$ cat src/rtl/mod_ctrl_pkg.sv
// Shared definitions for the modulator select sequencer: register map, FSM states,
// waveform/modulation index constants.
package mod_ctrl_pkg;

    localparam logic [1:0] ADDR_CTRL  = 2'd0;
    localparam logic [1:0] ADDR_SEL   = 2'd1;
    localparam logic [1:0] ADDR_DWELL = 2'd2;
    localparam logic [1:0] ADDR_STAT  = 2'd3;

    typedef enum logic [1:0] {
        MANUAL = 2'd0,
        ARMED  = 2'd1,
        AUTO   = 2'd2
    } seq_state_e;

    localparam logic [7:0] SIG_SIN = 8'd0;
    localparam logic [7:0] SIG_COS = 8'd1;
    localparam logic [7:0] SIG_SQU = 8'd2;
    localparam logic [7:0] SIG_SAW = 8'd3;

    localparam logic [3:0] MOD_ASK  = 4'd0;
    localparam logic [3:0] MOD_BPSK = 4'd1;
    localparam logic [3:0] MOD_FSK  = 4'd2;

endpackage

$ cat src/rtl/modulator_select_sequencer_if.sv
// Avalon-MM register port of the sequencer; master = bus host, slave = sequencer.
interface modulator_select_sequencer_if;

    logic [1:0]  address;
    logic        write;
    logic [31:0] writedata;
    logic        read;
    logic [31:0] readdata;

    modport master (
        output address,
        output write,
        output writedata,
        output read,
        input  readdata
    );

    modport slave (
        input  address,
        input  write,
        input  writedata,
        input  read,
        output readdata
    );

endinterface

$ cat src/rtl/mod_sel_regfile.sv
// Avalon-MM decode, CTRL/SEL/DWELL storage and registered read mux (readLatency = 1).
module mod_sel_regfile
    import mod_ctrl_pkg::*;
#(
    parameter int unsigned DWELL_W = 16
) (
    input  logic                         clk,
    input  logic                         reset,
    modulator_select_sequencer_if.slave  avs,
    input  logic                         pending,
    input  logic                         auto_active,
    input  logic [7:0]                   active_sig,
    input  logic [3:0]                   active_mod,
    output logic                         auto_en,
    output logic                         sweep_mod,
    output logic [7:0]                   shadow_sig,
    output logic [3:0]                   shadow_mod,
    output logic [DWELL_W-1:0]           dwell,
    output logic                         ctrl_wr,
    output logic                         sel_wr,
    output logic                         wr_auto_en
);

    logic        dwell_wr;
    logic [31:0] rd_mux;
    logic        unused_wdata;

    assign unused_wdata = ^avs.writedata[31:12];

    always_comb begin
        ctrl_wr    = avs.write && (avs.address == ADDR_CTRL);
        sel_wr     = avs.write && (avs.address == ADDR_SEL);
        dwell_wr   = avs.write && (avs.address == ADDR_DWELL);
        wr_auto_en = avs.writedata[0];
    end

    always_comb begin
        rd_mux = 32'd0;
        unique case (avs.address)
            ADDR_CTRL:  rd_mux = {30'd0, sweep_mod, auto_en};
            ADDR_SEL:   rd_mux = {20'd0, shadow_mod, shadow_sig};
            ADDR_DWELL: rd_mux = 32'(dwell);
            ADDR_STAT:  rd_mux = {12'd0, active_mod, active_sig, 6'd0, auto_active, pending};
            default:    rd_mux = 32'd0;
        endcase
    end

    // Reads sample the pre-write contents, so a same-cycle read/write returns the old value.
    always_ff @(posedge clk) begin
        if (reset) begin
            auto_en      <= 1'b0;
            sweep_mod    <= 1'b0;
            shadow_sig   <= 8'd0;
            shadow_mod   <= 4'd0;
            dwell        <= DWELL_W'(1);
            avs.readdata <= 32'd0;
        end else begin
            if (ctrl_wr) begin
                auto_en   <= avs.writedata[0];
                sweep_mod <= avs.writedata[1];
            end
            if (sel_wr) begin
                shadow_sig <= avs.writedata[7:0];
                shadow_mod <= avs.writedata[11:8];
            end
            if (dwell_wr) begin
                dwell <= avs.writedata[DWELL_W-1:0];
            end
            if (avs.read) begin
                avs.readdata <= rd_mux;
            end
        end
    end

endmodule

$ cat src/rtl/modulator_select_sequencer.sv
// Sequencer FSM: commits shadowed selections on phase_sync and optionally sweeps
// waveform/modulation every DWELL sync pulses.
module modulator_select_sequencer
    import mod_ctrl_pkg::*;
#(
    parameter int unsigned DWELL_W = 16,
    parameter int unsigned NUM_SIG = 4,
    parameter int unsigned NUM_MOD = 3
) (
    input  logic                         clk,
    input  logic                         reset,
    modulator_select_sequencer_if.slave  avs,
    input  logic                         phase_sync,
    output logic [7:0]                   signal_selector,
    output logic [3:0]                   modulation_selector,
    output logic                         commit_pulse
);

    seq_state_e           state;
    logic                 pending;
    logic [DWELL_W-1:0]   dwell_cnt;

    logic                 auto_en;
    logic                 sweep_mod;
    logic [7:0]           shadow_sig;
    logic [3:0]           shadow_mod;
    logic [DWELL_W-1:0]   dwell;
    logic                 ctrl_wr;
    logic                 sel_wr;
    logic                 wr_auto_en;

    logic [DWELL_W-1:0]   dwell_eff;
    logic                 step_due;
    logic                 sig_wrap;
    logic [7:0]           sig_step;
    logic [3:0]           mod_step;

    mod_sel_regfile #(
        .DWELL_W (DWELL_W)
    ) u_regfile (
        .clk         (clk),
        .reset       (reset),
        .avs         (avs),
        .pending     (pending),
        .auto_active (state == AUTO),
        .active_sig  (signal_selector),
        .active_mod  (modulation_selector),
        .auto_en     (auto_en),
        .sweep_mod   (sweep_mod),
        .shadow_sig  (shadow_sig),
        .shadow_mod  (shadow_mod),
        .dwell       (dwell),
        .ctrl_wr     (ctrl_wr),
        .sel_wr      (sel_wr),
        .wr_auto_en  (wr_auto_en)
    );

    // Out-of-range indices loaded from SEL act as a wrap point in the sweep.
    always_comb begin
        dwell_eff = (dwell == '0) ? DWELL_W'(1) : dwell;
        step_due  = ({1'b0, dwell_cnt} + 1'b1) >= {1'b0, dwell_eff};
        sig_wrap  = signal_selector >= 8'(NUM_SIG - 1);
        sig_step  = sig_wrap ? 8'd0 : signal_selector + 8'd1;
        mod_step  = modulation_selector;
        if (sweep_mod && sig_wrap) begin
            mod_step = (modulation_selector >= 4'(NUM_MOD - 1)) ? 4'd0
                                                               : modulation_selector + 4'd1;
        end
    end

    always_ff @(posedge clk) begin
        if (reset) begin
            state               <= MANUAL;
            pending             <= 1'b0;
            dwell_cnt           <= '0;
            signal_selector     <= 8'd0;
            modulation_selector <= 4'd0;
            commit_pulse        <= 1'b0;
        end else begin
            commit_pulse <= 1'b0;
            unique case (state)
                MANUAL: begin
                    if (sel_wr) begin
                        pending <= 1'b1;
                        state   <= ARMED;
                    end else if (ctrl_wr && wr_auto_en) begin
                        dwell_cnt <= '0;
                        state     <= AUTO;
                    end
                end
                ARMED: begin
                    if (phase_sync) begin
                        signal_selector     <= shadow_sig;
                        modulation_selector <= shadow_mod;
                        commit_pulse        <= 1'b1;
                        pending             <= sel_wr;
                        dwell_cnt           <= '0;
                        if (auto_en) begin
                            state <= AUTO;
                        end else if (!sel_wr) begin
                            state <= MANUAL;
                        end
                    end else if (sel_wr) begin
                        pending <= 1'b1;
                    end
                end
                AUTO: begin
                    if (phase_sync && pending) begin
                        signal_selector     <= shadow_sig;
                        modulation_selector <= shadow_mod;
                        commit_pulse        <= 1'b1;
                        dwell_cnt           <= '0;
                        pending             <= sel_wr;
                    end else begin
                        if (phase_sync) begin
                            if (step_due) begin
                                signal_selector     <= sig_step;
                                modulation_selector <= mod_step;
                                commit_pulse        <= 1'b1;
                                dwell_cnt           <= '0;
                            end else begin
                                dwell_cnt <= dwell_cnt + 1'b1;
                            end
                        end
                        if (sel_wr) begin
                            pending <= 1'b1;
                        end
                    end
                    if (ctrl_wr && !wr_auto_en) begin
                        state <= ((pending && !phase_sync) || sel_wr) ? ARMED : MANUAL;
                    end
                end
                default: state <= MANUAL;
            endcase
        end
    end

endmodule

$ cat src/flat_wrapper.sv
// flat-port wrapper written by rule: the top's interface ports become plain ports
module modulator_select_sequencer_flat import mod_ctrl_pkg::*;
#(
    parameter int unsigned DWELL_W = 16,
    parameter int unsigned NUM_SIG = 4,
    parameter int unsigned NUM_MOD = 3
)
  (clk, reset, phase_sync, signal_selector, modulation_selector, commit_pulse, avs_address, avs_write, avs_writedata, avs_read, avs_readdata);
  modulator_select_sequencer_if avs_i ();
  input  logic clk;
  input  logic reset;
  input  logic phase_sync;
  output logic [7:0] signal_selector;
  output logic [3:0] modulation_selector;
  output logic commit_pulse;
  input wire logic [$bits(avs_i.address)-1:0] avs_address;
  input wire logic [$bits(avs_i.write)-1:0] avs_write;
  input wire logic [$bits(avs_i.writedata)-1:0] avs_writedata;
  input wire logic [$bits(avs_i.read)-1:0] avs_read;
  output wire logic [$bits(avs_i.readdata)-1:0] avs_readdata;
  assign avs_i.address = avs_address;
  assign avs_i.write = avs_write;
  assign avs_i.writedata = avs_writedata;
  assign avs_i.read = avs_read;
  assign avs_readdata = avs_i.readdata;
  modulator_select_sequencer #(.DWELL_W(DWELL_W), .NUM_SIG(NUM_SIG), .NUM_MOD(NUM_MOD)) u_core (.clk(clk), .reset(reset), .avs(avs_i), .phase_sync(phase_sync), .signal_selector(signal_selector), .modulation_selector(modulation_selector), .commit_pulse(commit_pulse));
endmodule
$ cat config.mk
export PLATFORM = sky130hd
export DESIGN_NAME = modulator_select_sequencer_flat
export DESIGN_NICKNAME = d
export VERILOG_FILES = /design/src/rtl/mod_ctrl_pkg.sv /design/src/rtl/modulator_select_sequencer_if.sv /design/src/rtl/mod_sel_regfile.sv /design/src/rtl/modulator_select_sequencer.sv /design/src/flat_wrapper.sv
export SDC_FILE = /design/constraint.sdc
export NUM_CORES = 1
export LEC_CHECK = 0
export ABC_AREA = 1
export CORE_MARGIN = 2
export CORE_UTILIZATION = 45
export DETAILED_ROUTE_END_ITERATION = 7
export PLACE_DENSITY = 0.68
export SLEW_MARGIN = 30
export SYNTH_ARGS = -nofsm -noshare
export SYNTH_HDL_FRONTEND = slang
export SYNTH_SLANG_ARGS = --single-unit
$ cat constraint.sdc
create_clock -name clk -period 3.16 [get_ports clk]
set_input_delay 0.632 -clock clk [delete_from_list [all_inputs] [get_ports clk]]
set_output_delay 0.632 -clock clk [all_outputs]
set_load 0.05 [all_outputs]
**Word level (Yosys, flattened, before mapping)**

Index checks and enable logic that the tools add are counted.

- Reductions and logical operators: 20
- Eq/ne operators: 14
- Order comparisons: 3
- Add/subtract/negate cells: 4
- Muxes and demuxes: 39

Operators by type and width:

| operator | number |
|---|---|
| $pmux W32 S4 | 1 |
| $mux W16 | 7 |
| $pmux W16 S3 | 1 |
| $mux W8 | 5 |
| $mux W4 | 6 |
| $add A16 B1 Y17 const B | 1 |
| $ge A17 B16 Y1 | 1 |
| $add A16 B1 Y16 const B | 1 |
| $logic_not A16 Y1 | 1 |
| $pmux W8 S2 | 1 |
| $mux W2 | 6 |
| $reduce_and A5 Y1 | 2 |
| $ne A3 B1 Y1 const B | 3 |
| $add A8 B1 Y8 const B | 1 |
| $ge A8 B2 Y1 const B | 1 |
| $logic_and A1 B1 Y1 | 8 |
| $mux W1 | 8 |
| $pmux W4 S2 | 1 |
| $reduce_and A4 Y1 | 2 |
| $eq A2 B2 Y1 const B | 3 |
| $pmux W2 S3 | 1 |
| $add A4 B1 Y4 const B | 1 |
| $eq A2 B1 Y1 const B | 2 |
| $ge A4 B2 Y1 const B | 1 |
| 11 further kinds | 15 |

- Register bits after elaboration: 94
- Word-level logic and storage cells: 92

**Depth between registers and ports, before layout**

Gate-level depths: netlist (run 1).

- Depth in word-level cells: 7
- Mapped depth: 18
- Depth with buffers taken out: 18

**By module**

A second synthesis (run 1) with hierarchy kept.

- Cell total of the unflattened synthesis: 661
- Area total of the unflattened synthesis: 4667.0 sq um

By module, submodules not included:

| module | instances | cells an instance | area each (sq um) | seq. area each (sq um) |
|---|---|---|---|---|
| modulator_select_sequencer | 1 | 359 | 2444.8 | 640.6 |
| mod_sel_regfile | 1 | 302 | 2222.1 | 1001.0 |

**Least setup slack after synthesis (run 1)**

No wires, ideal clock.

- Path kind: flip-flop to flip-flop
- Start point: reg u_core.dwell_cnt[0]
- End point: reg u_core.dwell_cnt[6]
- Data arrival time: 2.651 ns
- Slack: 0.437 ns
- Setup time: 0.071 ns
- Data required time: 3.089 ns
- Path buffers: 1
- Period minus slack after synthesis: 2.723 ns
- Cell stages (with the launch flop): 18
- Cells stage by stage: dfxtp_1 > ha_1 > nand2_2 > nor2_4 > nand2_2 > nor4_1 > xor2_1 > inv_1 > ha_1 > nand2_1 > nor2_1 > a21boi_0 > nor2_1 > nand4_4 > nor2_8 > buf_12 > nand2_2 > a21oi_2

- Cells in the longest elaborated chain, start to end: 6

RTL lines:

| element | line | text |
|---|---|---|
| from (decl) | modulator_select_sequencer.sv:21 | `logic [DWELL_W-1:0] dwell_cnt;` |
| from (signal assigned) | modulator_select_sequencer.sv:122 | `dwell_cnt <= dwell_cnt + 1'b1;` |
| $add A16 B1 Y17 | modulator_select_sequencer.sv:61 | `step_due = ({1'b0, dwell_cnt} + 1'b1) >= {1'b0, dwell_eff};` |
| $ge A17 B16 Y1 | modulator_select_sequencer.sv:61 |  |
| $mux W16 (*) | modulator_select_sequencer.sv:116 | `if (step_due) begin` |
| $mux W16 (*) | modulator_select_sequencer.sv:115 | `if (phase_sync) begin` |
| $mux W16 (*) | modulator_select_sequencer.sv:108 | `if (phase_sync && pending) begin` |
| $pmux W16 S3 (*) | modulator_select_sequencer.sv:81 | `unique case (state)` |

Every way passes the cells marked *; elsewhere a longest branch is shown, timed or not. The select of a mux whose other input is x is not followed.
A chain may end at the register's enable or synchronous reset.

**Final worst setup path (run 1)**

- Start point: reg u_core.dwell_cnt[0]
- End point: reg u_core.signal_selector[3]

- Cells in the longest elaborated chain, start to end: 4

RTL lines:

| element | line | text |
|---|---|---|
| $add A16 B1 Y17 | modulator_select_sequencer.sv:61 |  |
| $ge A17 B16 Y1 | modulator_select_sequencer.sv:61 |  |
| $ne A3 B1 Y1 (no line) | - |  |
| $reduce_and A4 Y1 (no line) | - |  |
| to (signal assigned) | modulator_select_sequencer.sv:93 | `signal_selector <= shadow_sig;` |
| to (signal assigned) | modulator_select_sequencer.sv:109 | `signal_selector <= shadow_sig;` |
| to (signal assigned) | modulator_select_sequencer.sv:117 | `signal_selector <= sig_step;` |
| to (decl) | modulator_select_sequencer.sv:14 | `output logic [7:0] signal_selector,` |

No other way between the ends.

==> metrics, run 1 <==
port buffer count=55; # fillers=approximately 980; worst path arrival time=~3.2 ns; cts hold-fix bufs=0; clock skew=about 0.011 ns; Routed WL per cell=14.22 um; initial antenna violation count=0; GR peak layer=met2; Final Slew Violations=0; Worst R2R End=u_core.signal_selector[3]$_SDFFE_PP0P_; Setup-failing EPs final=0; top post-synthesis cells by area=dfxtp_1 (36%), nand2_1 (9.5%), inv_1 (8.4%), ha_1 (6.6%), o21ai_0 (5.8%); R2R Setup Slk=around 0.20 ns; via count=between 4000 and 5000; vias in the first global route=roughly 4200; max-cap violations=0; Seq/Total Area, Yosys=0.3609; hold path depth=2; Vias per Instance=between 5 and 6; latest clock arrival within the worst-skew pair=about 0.36 ns; Clk Tree Root Cell=clkbuf_8; post-layout util=0.5716; Site Rows=36; fmax=337.7 MHz; die height=around 100 um; met3 Resource Use GR=0.04616; Longest Clk Path Bufs=2; Synth Flop Type=dfxtp_1; RR Startpoint=u_core.dwell_cnt[0]$_SDFFE_PP0P_; largest net degree at the start of global routing=31; mapped cell area=around 4500 um2; ant diodes=0; Max-Slew Margin vs Limit=0.4545; Max VDD drop=roughly 0.59 mV; Worst Tran Pin Value=0.8156 ns; Placement Setup Slack=0.08779 ns; Synth Area in Simple Gates=0.2281; Core Region=between 9000 and 10000 um2; Syn Area/Cell=7.196 um2; CTS tree=built; adder-cell share of the synthesized area=0.06602; Die X-Extent=around 100 um; Post-synth EDFFs=0; die area=between 10000 and 15000 um2; GR Layer Usage met1=0.2696; worst r2r path cells=19; Synth Area in Compound Gates=0.1860; H-tree depth=3; Antenna Nets Post-Route=0; post-route worst setup slack=between 0.15 and 0.2 ns; post-synth top area share=0.3609; Yosys top cell by area=dfxtp_1; Post-synth ARST share=0; Lkg Pwr=2.420 nW; IO Count=84; gp weighted congestion=roughly 0.9; area delta synth->final=22.83%; CP startpoint kind=flip-flop; number of distinct library cells after synthesis=38; remaining global-route overflow=0; M2 GR Usage=0.3777; Worst Hold Path EP=u_core.u_regfile.avs.readdata[10]$_SDFFE_PP0P_; Data required, critical path=approximately 3.4 ns; YS warnings=0; xor and xnor area share after synthesis=0.02696; Hold Slack=0.4726 ns; Pwr Total=around 4 mW; Worst Hold Class=flip-flop to flip-flop; critical path class=flip-flop to flip-flop; Final Instance Area=5587 um2; largest family of logic cells by synthesized area=simple AND/OR/NAND/NOR gates; DRC=0; clk sinks=roughly 80; clk slew on worst S/H paths=0.08 ns; Final min period=approximately 3.0 ns; dpl cell area=roughly 5300 um2; status=complete, no violations; drt total wl=between 10 and 15 mm; first-pass GRT wire length=about 20 mm; Num CTS Buffers=9; Starting Density=0.4653; Iter 0 DRT Violations=203; Mapped Cells=~630; Hold Crit Start=u_core.u_regfile.avs.readdata[10]$_SDFFE_PP0P_; CP max FO=5; post-synthesis mux area share=0; detailed-placement wirelength estimate=between 8 and 9 mm; share of layout cells above drive strength 1=0.1230; Nets=roughly 760; Worst Setup SP=u_core.dwell_cnt[0]$_SDFFE_PP0P_; drt first pass iters=5; type of element capturing the critical path=flip-flop; Yosys reg bits=82; Global Route Usage Sum=0.2181; count of final hold-check violations=0; post-route clock period utilization=0.9372; Cell Pwr Density=736.2 nW/um2
-- sequential cells by signal, summed over array words and instances (netlist names) --
signal,flops
u_core.commit_pulse,1
u_core.dwell_cnt,16
u_core.modulation_selector,4
u_core.pending,1
u_core.signal_selector,8
u_core.state,2
u_core.u_regfile.auto_en,1
u_core.u_regfile.avs.readdata,20
u_core.u_regfile.dwell,16
u_core.u_regfile.shadow_mod,4
u_core.u_regfile.shadow_sig,8
u_core.u_regfile.sweep_mod,1
-- synth_stat cells, types with 2 or more instances --
cell type	instances
nand2_1	115
inv_1	102
dfxtp_1	82
nor2_1	57
o21ai_0	53
a21oi_1	45
ha_1	24
clkbuf_1	20
nand4_1	16
nand2_2	14
o221ai_1	14
buf_4	12
xor2_1	11
a21oi_2	10
nand3_1	8
o211ai_1	7
nor3_1	5
inv_2	4
nor2_4	4
a22oi_1	3
nor4_1	3
xnor2_1	3
a211oi_1	2
buf_2	2
nand3_2	2
o22ai_1	2
-- where the power goes --
part | total (mW) | internal, mW | switching, mW
registers | 1.26 | 1.17 | 0.0870
clock network | 0.871 | 0.452 | 0.419
logic | 1.98 | 0.641 | 1.34
total | 4.11 | 2.27 | 1.85
-- layout by cell type, fill, tap and decap left out, types with 7 or more instances in the layout --
| cell type | Yosys | layout |
|---|---|---|
| a21oi_1 | 45 | 45 |
| a21oi_2 | 10 | 10 |
| buf_4 | 12 | 16 |
| clkbuf_8 | 0 | 9 |
| clkdlybuf4s50_1 | 0 | 55 |
| conb_1 | 1 | 12 |
| dfxtp_1 | 82 | 81 |
| ha_1 | 24 | 24 |
| inv_1 | 102 | 102 |
| nand2_1 | 115 | 114 |
| nand2_2 | 14 | 15 |
| nand3_1 | 8 | 7 |
| nand4_1 | 16 | 16 |
| nor2_1 | 57 | 52 |
| o211ai_1 | 7 | 7 |
| o21ai_0 | 53 | 52 |
| o221ai_1 | 14 | 14 |
| xor2_1 | 11 | 11 |
-- worst max-delay path, cell delays in order (launching register included) --
cell,delay [ns]
dfxtp_2,0.39
ha_1,0.21
nand2_2,0.09
nor2_4,0.10
nand2_2,0.07
buf_4,0.15
nor2_1,0.12
xnor2_1,0.14
inv_1,0.10
ha_1,0.31
nand2_1,0.06
nor2_1,0.14
nand2_1,0.07
o21ai_1,0.15
nand2_2,0.13
nand4_4,0.22
buf_4,0.17
nand4_1,0.08
nand2_1,0.11
nor2_1,0.05
-- cell families (layout without fill, tap and decap cells) --
kind of cell	count (synthesis)	in the layout
AOI/OAI and AO/OA	141	141
xor gates and xnor gates	14	14
adders and majority gates	24	24
buffers and inverters	142	196
DFF	82	82
other	1	12
and+or+nand+nor	228	230
-- through the flow --
stage | std cells | setup TNS [ns]
detailed placement | 810 | 0
CTS | 826 | 0
finish | 832 | 0
global placement | 810 | 0
global route | 832 | -0.03496
floorplan | 643 | 0
-- cell type report --
class                   count  area, um2  area share
clock buffers               9      123.9     0.02217
well taps                 133      166.4     0.02979
clock inverters             7      101.3     0.01814
inverters                 106      397.9     0.07122
multi-input cells         421       2424      0.4338
repair buffers             74      730.7      0.1308
flip-flops and latches     82       1643      0.2941
-- layer usage --
layer | routed length [um] | vias up
met5 | 0 | -
li1 | - | 2155
met2 | 5753 | 133
met1 | 5228 | 1988
met3 | 620 | 22
met4 | 232 | 0
-- worst max path at each step --
stage,end,slack (ns),cells after the start
finish,u_core.signal_selector[3]$_SDFFE_PP0P_,0.20,19
global route,u_core.dwell_cnt[2]$_SDFFE_PP0P_,-0.02,17
detailed placement,u_core.dwell_cnt[2]$_SDFFE_PP0P_,0.09,17
floorplan,u_core.dwell_cnt[6]$_SDFFE_PP0P_,0.44,17
CTS,u_core.signal_selector[1]$_SDFFE_PP0P_,0.01,18
global placement,u_core.dwell_cnt[15]$_SDFFE_PP0P_,0.19,17
-- timing repair --
item                                    in CTS  in global routing
endpoints found under the setup margin       0                 28
buffers inserted                             0                  4
gates resized for setup                      0                 15
Note: power is estimated with default switching activity, not from simulation.
==> run 2, diff against run 1 <==
--- a/config.mk
+++ b/config.mk
@@ -7,9 +7,9 @@
 export LEC_CHECK = 0
 export ABC_AREA = 1
 export CORE_MARGIN = 2
-export CORE_UTILIZATION = 45
+export CORE_UTILIZATION = 36
 export DETAILED_ROUTE_END_ITERATION = 7
-export PLACE_DENSITY = 0.68
+export PLACE_DENSITY = 0.57
 export SLEW_MARGIN = 30
 export SYNTH_ARGS = -nofsm -noshare
 export SYNTH_HDL_FRONTEND = slang
==> metrics, run 2 (synthesis results as in run 1) <==
Iter 0 DRT Violations=220 (+8.4%); Core Region=12470 um2 (+28%); area delta synth->final=23.14%; Worst Hold Class=flip-flop to flip-flop; most common cell after layout, fill and taps aside=nand2_1; FF/Latch Area=1642 um2 (about the same); Vias per Instance=4.806 (-7.0%); fmax=346.0 MHz (+2.5%); Data required, critical path=3.43 ns (about the same); Biggest register=u_core.u_regfile.avs.readdata; die area=13550 um2 (+24%); Clk Tree Root Cell=clkbuf_16; max reg flops=20 (unchanged); IO Count=84 (unchanged); port buffer count=55 (unchanged); critical path class=flip-flop to flip-flop; Final Slew Violations=0 (unchanged); status=complete, no violations; H-tree depth=3 (unchanged); DRC=0 (unchanged); RSZ-0062 raised after global routing=no; Longest Clk Path Bufs=2 (unchanged); Max VDD drop=0.5620 mV (-4.6%); remaining global-route overflow=0 (unchanged); drt total wl=12.04 mm (+1.7%); Final min period=2.890 ns (-0.07131 ns); detailed-placement wirelength estimate=8.971 mm (+3.5%); type of element capturing the critical path=flip-flop; setup TNS=0 ns (unchanged); Routed WL per cell=13.90 um (-2.3%); CP startpoint kind=flip-flop; post-route clock period utilization=0.9146 (-0.02257); Lkg Pwr=2.431 nW (+0.47%); vias in the first global route=3896 (-6.4%); clk slew on worst S/H paths=0.06 ns (-0.02 ns); Cell Pwr Density=745.1 nW/um2 (+1.2%); cts hold-fix bufs=0 (unchanged); initial antenna violation count=0 (unchanged); worst path arrival time=3.16 ns (-0.06 ns); max-cap violations=0 (unchanged); Num CTS Buffers=9 (unchanged); largest net degree at the start of global routing=58 (+87%); Antenna Nets Post-Route=0 (unchanged); dpl cell area=5294 um2 (+0.69%); # fillers=1256 (+29%); clk sinks=82 (unchanged); ant diodes=0 (unchanged); Site Rows=41 (+14%); clock skew=0.007993 ns (-0.002540 ns); gp weighted congestion=0.9153 (+4.0%); count of final hold-check violations=0 (unchanged); via count=4162 (-3.2%); CP max FO=8 (+3); Nets=752 (-0.66%); die height=116.4 um (+11%); Setup-failing EPs final=0 (unchanged); Final Instance Area=5600 um2 (+0.25%); Starting Density=0.3648 (-0.1005); Worst Tran Pin Value=0.7617 ns (-0.05393 ns); drt first pass iters=5 (unchanged); latest clock arrival within the worst-skew pair=0.35 ns (about the same); Max-Slew Margin vs Limit=0.4916 (+0.03710); Global Route Usage Sum=0.1839 (-0.03412); share of layout cells above drive strength 1=0.1023 (-0.02073); footprint of the multi-input gates=2361 um2 (-2.6%); Die X-Extent=116.4 um (+11%); first-pass GRT wire length=19.14 mm (-2.1%); CTS tree=built; commonest non-fill, non-tap cells in the layout=nand2_1 (115), inv_1 (102), dfxtp_1 (82); top flop regs=u_core.u_regfile.avs.readdata x20, u_core.dwell_cnt x16, u_core.u_regfile.dwell x16
run 2: cell type report:
cell class / instances / share of cell area
clock buffers: 11 / 0.04513
clock inverters: 5 / 0.006479
inverters: 106 / 0.07105
multi-input cells: 419 / 0.4216
flip-flops and latches: 82 / 0.2931
well taps: 172 / 0.03843
repair buffers: 71 / 0.1242
run 2: metal layers:
layer  vias up  wire length (um)  part of all wire  GRT usage
met5         -                 0                 0          0
met2        88              5737              0.48     0.3016
met3        19               423             0.035    0.03114
met4         0               299             0.025    0.08810
li1       2143                 -                 -          -
met1      1912              5581              0.46     0.2355
run 2: worst max-delay path, cell delays in order (launching register included):
cell      delay [ns]
dfxtp_1         0.36
ha_1            0.21
nand2_2         0.09
nor2_4          0.11
nand2_2         0.06
nor4_1          0.22
xor2_1          0.18
inv_1           0.09
ha_1            0.31
nand2_1         0.10
nor2_1          0.06
a21boi_0        0.13
nor2_2          0.17
nand4_4         0.23
nor2_8          0.18
buf_12          0.13
nand2_1         0.05
a21oi_1         0.12
run 2: timing repair:
action | CTS | global route
gates resized for setup | 0 | 2
setup buffers | 0 | 1
setup endpoints to repair | 0 | 25
run 2: where the power goes:
group          internal (mW)  leakage [nW]  switching (mW)
Sequential              1.17         0.670          0.0891
Combinational          0.609          1.61            1.28
Clock                  0.580         0.146           0.445
run 2: worst paths after layout:
check	startpoint	to	slack [ns]	depth (start not counted)
hold / removal	u_core.u_regfile.avs.readdata[11]$_SDFFE_PP0P_	u_core.u_regfile.avs.readdata[11]$_SDFFE_PP0P_	0.46	2
setup reg to reg	u_core.dwell_cnt[1]$_SDFFE_PP0P_	u_core.dwell_cnt[5]$_SDFFE_PP0P_	0.27	17
hold reg to reg	u_core.u_regfile.avs.readdata[11]$_SDFFE_PP0P_	u_core.u_regfile.avs.readdata[11]$_SDFFE_PP0P_	0.46	2
setup / recovery	u_core.dwell_cnt[1]$_SDFFE_PP0P_	u_core.dwell_cnt[5]$_SDFFE_PP0P_	0.27	17
run 2: stage by stage:
stage | util | setup slack (ns) | total power [mW] | instances | hold slack, ns
after floorplan | - | 0.4374 | 2.591 | 643 | 0.4390
after detailed placement | 0.4247 | 0.1717 | 3.135 | 849 | 0.4559
after global placement | 0.4247 | 0.2592 | 3.096 | 849 | 0.4569
final | 0.4493 | 0.2699 | 4.173 | 866 | 0.4634
after global routing | 0.4493 | 0.002620 | 4.448 | 866 | 0.4859
after CTS | 0.4479 | 0.1441 | 4.178 | 865 | 0.4691
